### src/rtl/fmadd_lzd_norm_stage.sv
// FMADD normalization stage: S1 registers the LZD result and classifies the beat,
// S2 shifts the mantissa and adjusts the exponent. Define FMADD_NORM_SUBNORM_EN for subnormal output on underflow.
module fmadd_lzd_norm_stage #(
  parameter int MAN_W = 24,
  parameter int POS_W = 5,
  parameter int EXP_W = 8
) (
  input  logic             clk,
  input  logic             rst_l,
  input  logic             in_valid,
  output logic             in_ready,
  input  logic             in_sign,
  input  logic [EXP_W-1:0] in_exp,
  input  logic [MAN_W-1:0] in_man,
  input  logic             lzd_val,
  input  logic [POS_W-1:0] lzd_pos,
  output logic             out_valid,
  input  logic             out_ready,
  output logic             out_sign,
  output logic [EXP_W-1:0] out_exp,
  output logic [MAN_W-1:0] out_man,
  output logic             out_zero,
  output logic             out_uflow
);

  localparam int CMP_W = (POS_W > EXP_W) ? POS_W : EXP_W;

  logic             s1_valid_q;
  logic             s1_sign_q;
  logic [EXP_W-1:0] s1_exp_q;
  logic [MAN_W-1:0] s1_man_q;
  logic [POS_W-1:0] s1_shamt_q;
  logic             s1_zero_q;
  logic             s1_uf_q;
  logic             s1_uf_d;

  logic             s2_valid_q;
  logic             s2_sign_q;
  logic [EXP_W-1:0] s2_exp_q,  s2_exp_d;
  logic [MAN_W-1:0] s2_man_q,  s2_man_d;
  logic             s2_zero_q, s2_zero_d;
  logic             s2_uflow_q, s2_uflow_d;

  logic s1_adv;
  logic in_fire;
  logic s2_load;

  // S1 may hand its beat to S2 whenever S2 is empty or being drained this cycle.
  assign s1_adv   = !s2_valid_q || out_ready;
  assign in_ready = !s1_valid_q || s1_adv;
  assign in_fire  = in_valid && in_ready;
  assign s2_load  = s1_adv && s1_valid_q;

  assign s1_uf_d = lzd_val && (CMP_W'(lzd_pos) >= CMP_W'(in_exp));

  // NOTE: sequential state uses non-blocking assignments so every register samples pre-edge values.
  always_ff @(posedge clk or negedge rst_l) begin
    if (!rst_l) begin
      s1_valid_q <= 1'b0;
      s1_sign_q  <= 1'b0;
      s1_exp_q   <= '0;
      s1_man_q   <= '0;
      s1_shamt_q <= '0;
      s1_zero_q  <= 1'b0;
      s1_uf_q    <= 1'b0;
    end else begin
      if (in_ready) s1_valid_q <= in_valid;
      if (in_fire) begin
        s1_sign_q  <= in_sign;
        s1_exp_q   <= in_exp;
        s1_man_q   <= in_man;
        s1_shamt_q <= lzd_pos;
        s1_zero_q  <= !lzd_val;
        s1_uf_q    <= s1_uf_d;
      end
    end
  end

`ifdef FMADD_NORM_SUBNORM_EN
  logic [POS_W-1:0] sub_shamt;
  // Underflow implies exp <= lzd_pos < MAN_W, so exp-1 always fits the shift width.
  assign sub_shamt = (s1_exp_q == '0) ? '0 : POS_W'(s1_exp_q - 1'b1);
`endif

  // NOTE: every combinational output gets a default first so no latch is inferred.
  always_comb begin
    s2_man_d   = s1_man_q << s1_shamt_q;
    s2_exp_d   = s1_exp_q - EXP_W'(s1_shamt_q);
    s2_zero_d  = 1'b0;
    s2_uflow_d = 1'b0;
    if (s1_zero_q) begin
      s2_man_d  = '0;
      s2_exp_d  = '0;
      s2_zero_d = 1'b1;
    end else if (s1_uf_q) begin
`ifdef FMADD_NORM_SUBNORM_EN
      s2_man_d   = s1_man_q << sub_shamt;
      s2_exp_d   = '0;
      s2_uflow_d = 1'b1;
`else
      s2_man_d   = '0;
      s2_exp_d   = '0;
      s2_zero_d  = 1'b1;
      s2_uflow_d = 1'b1;
`endif
    end
  end

  // NOTE: output data registers are reset too, so the pack stage never sees X after reset.
  always_ff @(posedge clk or negedge rst_l) begin
    if (!rst_l) begin
      s2_valid_q <= 1'b0;
      s2_sign_q  <= 1'b0;
      s2_exp_q   <= '0;
      s2_man_q   <= '0;
      s2_zero_q  <= 1'b0;
      s2_uflow_q <= 1'b0;
    end else begin
      if (s1_adv) s2_valid_q <= s1_valid_q;
      if (s2_load) begin
        s2_sign_q  <= s1_sign_q;
        s2_exp_q   <= s2_exp_d;
        s2_man_q   <= s2_man_d;
        s2_zero_q  <= s2_zero_d;
        s2_uflow_q <= s2_uflow_d;
      end
    end
  end

  assign out_valid = s2_valid_q;
  assign out_sign  = s2_sign_q;
  assign out_exp   = s2_exp_q;
  assign out_man   = s2_man_q;
  assign out_zero  = s2_zero_q;
  assign out_uflow = s2_uflow_q;

endmodule

### config.mk
export PLATFORM = sky130hd
export DESIGN_NAME = fmadd_lzd_norm_stage
export DESIGN_NICKNAME = d
export VERILOG_FILES = /design/src/rtl/fmadd_lzd_norm_stage.sv
export SDC_FILE = /design/constraint.sdc
export NUM_CORES = 1
export LEC_CHECK = 0
export CAP_MARGIN = 10
export CORE_MARGIN = 5
export CORE_UTILIZATION = 50
export DETAILED_ROUTE_END_ITERATION = 6
export PLACE_DENSITY = 0.77
export SYNTH_ARGS = -nofsm -noshare
export SYNTH_HDL_FRONTEND = slang
export SYNTH_SLANG_ARGS = --single-unit
### constraint.sdc
create_clock -name clk -period 5.75 [get_ports clk]
set_input_delay 0.8625 -clock clk [delete_from_list [all_inputs] [get_ports clk]]
set_output_delay 0.8625 -clock clk [all_outputs]
set_load 0.05 [all_outputs]
# Word-level counts from Yosys, hierarchy flattened
# Index checks and enable logic that the tools add are counted.
# totals
ff_bits	77
latch_bits	0
ramBits	0
romBits	0
input_bits	43
word_cells	31
memories	0
# classes
add_sub_neg	1
multipliers	0
n_div	0
magnitude_cmp	1
eq_ne	0
shift	1
mux	7
bitwise_logic	0
reduce_logical	8
# ops
cell	n
$mux W24	2
$shl A24 B5 Y24	1
$mux W8	2
$ge A5 B8 Y1	1
$sub A8 B5 Y8	1
$logic_and A1 B1 Y1	3
$logic_not A1 Y1	3
$mux W1	3
$logic_or A1 B1 Y1	2

# Longest topological paths before layout
# depth
word_depth	4
depth_mapped	9
mapped_depth_nobuf	9

# Worst setup path before layout
# OpenSTA, ideal clock, no wires.
# synth_timing
kind	input to register
from	input port out_ready
to	register s1_man_q[10]
setup_ns	0.125
arrival_ns	2.366
required_ns	5.625
setup_slack_ns	3.259
cell_stages	5
path_buffers	2
cell_sequence	nand3b_1 nand2_1 buf_2 buf_2 mux2_2
# synth_between
elab_chain_cells	3
# synth_lines
item	line	rtl
from (decl)	18	input logic out_ready,
$logic_or A1 B1 Y1	49	assign s1_adv = !s2_valid_q || out_ready;
$logic_or A1 B1 Y1	50	assign in_ready = !s1_valid_q || s1_adv;
$logic_and A1 B1 Y1	51	assign in_fire = in_valid && in_ready;
to (signal assigned)	71	s1_man_q <= in_man;
to (decl)	31	logic [MAN_W-1:0] s1_man_q;
# No other way between the ends.
# A chain may end at the register's enable or synchronous reset.

# Worst setup path after layout
# layout_timing
from	input port out_ready
to	output port in_ready
# layout_between
elab_chain_cells	2
# layout_lines
item	line	rtl
$logic_or A1 B1 Y1	49	
$logic_or A1 B1 Y1	50	
to (decl)	11	output logic in_ready,
# No other way between the ends.

==> run_results.csv <==
group,metric,value,unit
cts,cts_tree,"yes",
cts,hold_buffers,0,
global_route,grt_usage,0.201,
critical_path,critPathSlowestCell,"clkdlybuf4s50_1",
pwr,peakVddDrop,0.143,mV
placed_design,finalWeightedCongestion,0.905,
yosys,syn-num-nets,432,
final_layout,final_common_cell,"clkdlybuf4s50_1",
cts,cts_setup_buffers,0,
hold_path,worstHoldPathCells,2,
yosys,synthCells,377,
detailed_routing,routed_wl,9.85,mm
yosys,yosys_register_bits,77,
timing,slew_headroom,0.362,
yosys,ys_seq_area_frac,0.467,
timing,hold_violations,0,
placed_design,dp.cells,546,
detailed_routing,first_iter_violations,163,
timing,rsz0062_at_grt,"no",
floorplan,core_area,8130,sq um
pwr,p_leak,2.24,nW
hold_path,hp-class,"reg -> reg",
cts,cts_max_path_buffers,2,
timing,report.final.slew_viol_count,0,
floorplan,start_util,0.507,
critical_path,critPathRequiredTime,4.89,ns
global_route,grt-ovfl-total,0,
global_route,grt_pass1_wl,16.1,mm
detailed_routing,via_count,3228,
critical_path,worst_ep_arrival_time,2.31,ns
timing,setup_viol,0,
global_route,grt_max_degree,78,
run_status,status,"completed",
yosys,synth_cell_type_count,48,
final_layout,stdcell_count,561,
flow_run,max-cap-violations,0,
yosys,syn_area_per_cell,10.9,sq um
timing,final.setup.tns,0,ns
final_layout,nFillCells,678,
cts,cts_root_buf,"clkbuf_8",
cts,clock_latency,0.34,ns
yosys,ys.warnings.count,0,
timing,clock_skew,0.00885,ns
detailed_routing,ant_nets,0,
final_layout,multi_input_area,2050,sq um
timing,fmax,315,MHz
pwr,power_density,378,nW/um^2
critical_path,cp_max_fo,3,
cts,cts_buffers,9,
critical_path,critical_path.startpoint_type,"input port",
critical_path,slowest_delay,0.82,ns
floorplan,die_w,101,um
floorplan,die_area,10200,sq um
yosys,synth_edf_count,0,
placed_design,dp_hpwl,7.37,mm
cts,clkSinkCount,77,
yosys,synth_ff_type,"dfrtp_1",
placed_design,io_buffers,79,
timing,worst_slew_pin_slew,0.956,ns
global_route,antenna_found_initial,0,
critical_path,cpMostUsedCell,"clkdlybuf4s50_1",
floorplan,num_io_pins,80,
cts,cts-resized-gates,0,
final_layout,n_antenna_cell,0,
detailed_routing,wl_per_cell,17.6,um
final_layout,final_cell_mix,"clkdlybuf4s50_1, dfrtp_1, mux2_2",
detailed_routing,firstDrtPassIters,5,
cts,cts_htree_levels,3,
critical_path,path_cells,"clkdlybuf4s50_1 > nand3b_1 > clkdlybuf4s50_1",
timing,post-route-period-util,0.552,
final_layout,synthToLayoutAreaGrowth,25.8,%
yosys,syn-cell-area,4130,sq um
global_route,grt_pass1_vias,3245,
floorplan,fp-row-count,33,
floorplan,die_h,101,um
final_layout,nets,507,
critical_path,crit_type,"in -> out",
detailed_routing,vias_per_cell,5.75,
detailed_routing,route.detailed.drc,0,
critical_path,endpoint_kind,"output port",
cts,path_clk_slew,0.08,ns
final_layout,regArea,1930,sq um
final_layout,drive_above_1_share,0.173,
critical_path,worstRegToRegCells,7,
pwr,power,0.00196,W
timing,fin_crit,3.17,ns
yosys,async_reset_ff_frac,1.00,
cell families after synthesis:
family	share of synthesized area
and+or+nand+nor	0.105
DFF	0.467
muxes	0.220
buffers and inverters	0.0373
adders and majority gates	0.0382
AOI/OAI and AO/OA	0.124
xor gates and xnor gates	0.00849
path summary, 6_finish.rpt:
check | from | endpoint | slack [ns]
setup / recovery | out_ready | in_ready | 2.58
hold reg to reg | out_man[7] | out_man[7] | 0.49
min in group asynchronous | rst_l | s1_sign_q | 0.75
hold / removal | out_man[7] | out_man[7] | 0.49
max in group asynchronous | rst_l | out_man[1] | 4.39
setup reg to reg | s1_shamt_q[1] | out_exp[6] | 3.03
power breakdown:
group	leakage (nW)	switching (W)	total, W	internal (W)
logic	1.17	0.000455	0.000762	0.000307
clock network	0.116	0.000194	0.000479	0.000285
registers	0.958	0.0000862	0.000724	0.000638
stage by stage:
step / hold slack, ns / util / worst slack, ns / area, sq um
floorplan: 0.456 / - / 3.26 / 4130
global placement: 0.468 / 0.611 / 2.61 / 4970
detailed placement: 0.473 / 0.611 / 2.59 / 4970
CTS: 0.492 / 0.639 / 2.58 / 5190
global route: 0.525 / 0.639 / 2.57 / 5190
finish: 0.486 / 0.639 / 2.58 / 5190
flip-flops by register name, summed over array words and instances (netlist names):
register / cells
s1_shamt_q: 5
s1_exp_q: 8
s1_uf_q: 1
s1_valid_q: 1
s1_sign_q: 1
out_zero: 1
out_man: 24
s1_zero_q: 1
s1_man_q: 24
out_uflow: 1
out_sign: 1
out_valid: 1
out_exp: 8
synth_stat cells (all sizes together) (5+ instances only):
| cell | count | share of area |
|---|---|---|
| inv | 11 | 0.010 |
| clkbuf | 8 | 0.0073 |
| ha | 11 | 0.033 |
| mux2 | 57 | 0.16 |
| nand2b | 8 | 0.012 |
| o21ai | 31 | 0.038 |
| o22ai | 6 | 0.0091 |
| a22oi | 6 | 0.011 |
| buf | 11 | 0.019 |
| o221ai | 5 | 0.011 |
| nand2 | 30 | 0.027 |
| nand4 | 6 | 0.0091 |
| a21oi | 13 | 0.016 |
| mux2i | 24 | 0.062 |
| dfrtp | 77 | 0.47 |
| nor2 | 23 | 0.021 |
| nand3 | 6 | 0.0073 |
routing by layer:
| metal | wire, um | share of wire | global-route usage | vias up |
|---|---|---|---|---|
| met5 | 0 | 0 | 0 | - |
| met4 | 136 | 0.014 | 0.0725 | 0 |
| met3 | 589 | 0.060 | 0.0256 | 13 |
| met2 | 4780 | 0.49 | 0.321 | 111 |
| met1 | 4340 | 0.44 | 0.281 | 1575 |
| li1 | - | - | - | 1529 |
critical path: cells and delay by family:
family	cells	cell delay, ns
buffers and inverters	2	1.29
AND/OR/NAND/NOR	1	0.16
final cells by class:
type | instances | area share
timing repair buffer | 83 | 0.157
clock buffer | 10 | 0.0246
inverter | 12 | 0.00867
tap | 105 | 0.0253
multi-input combinational | 269 | 0.394
sequential | 77 | 0.371
clock inverter | 5 | 0.0193
Note: power is estimated with default switching activity, not from simulation.
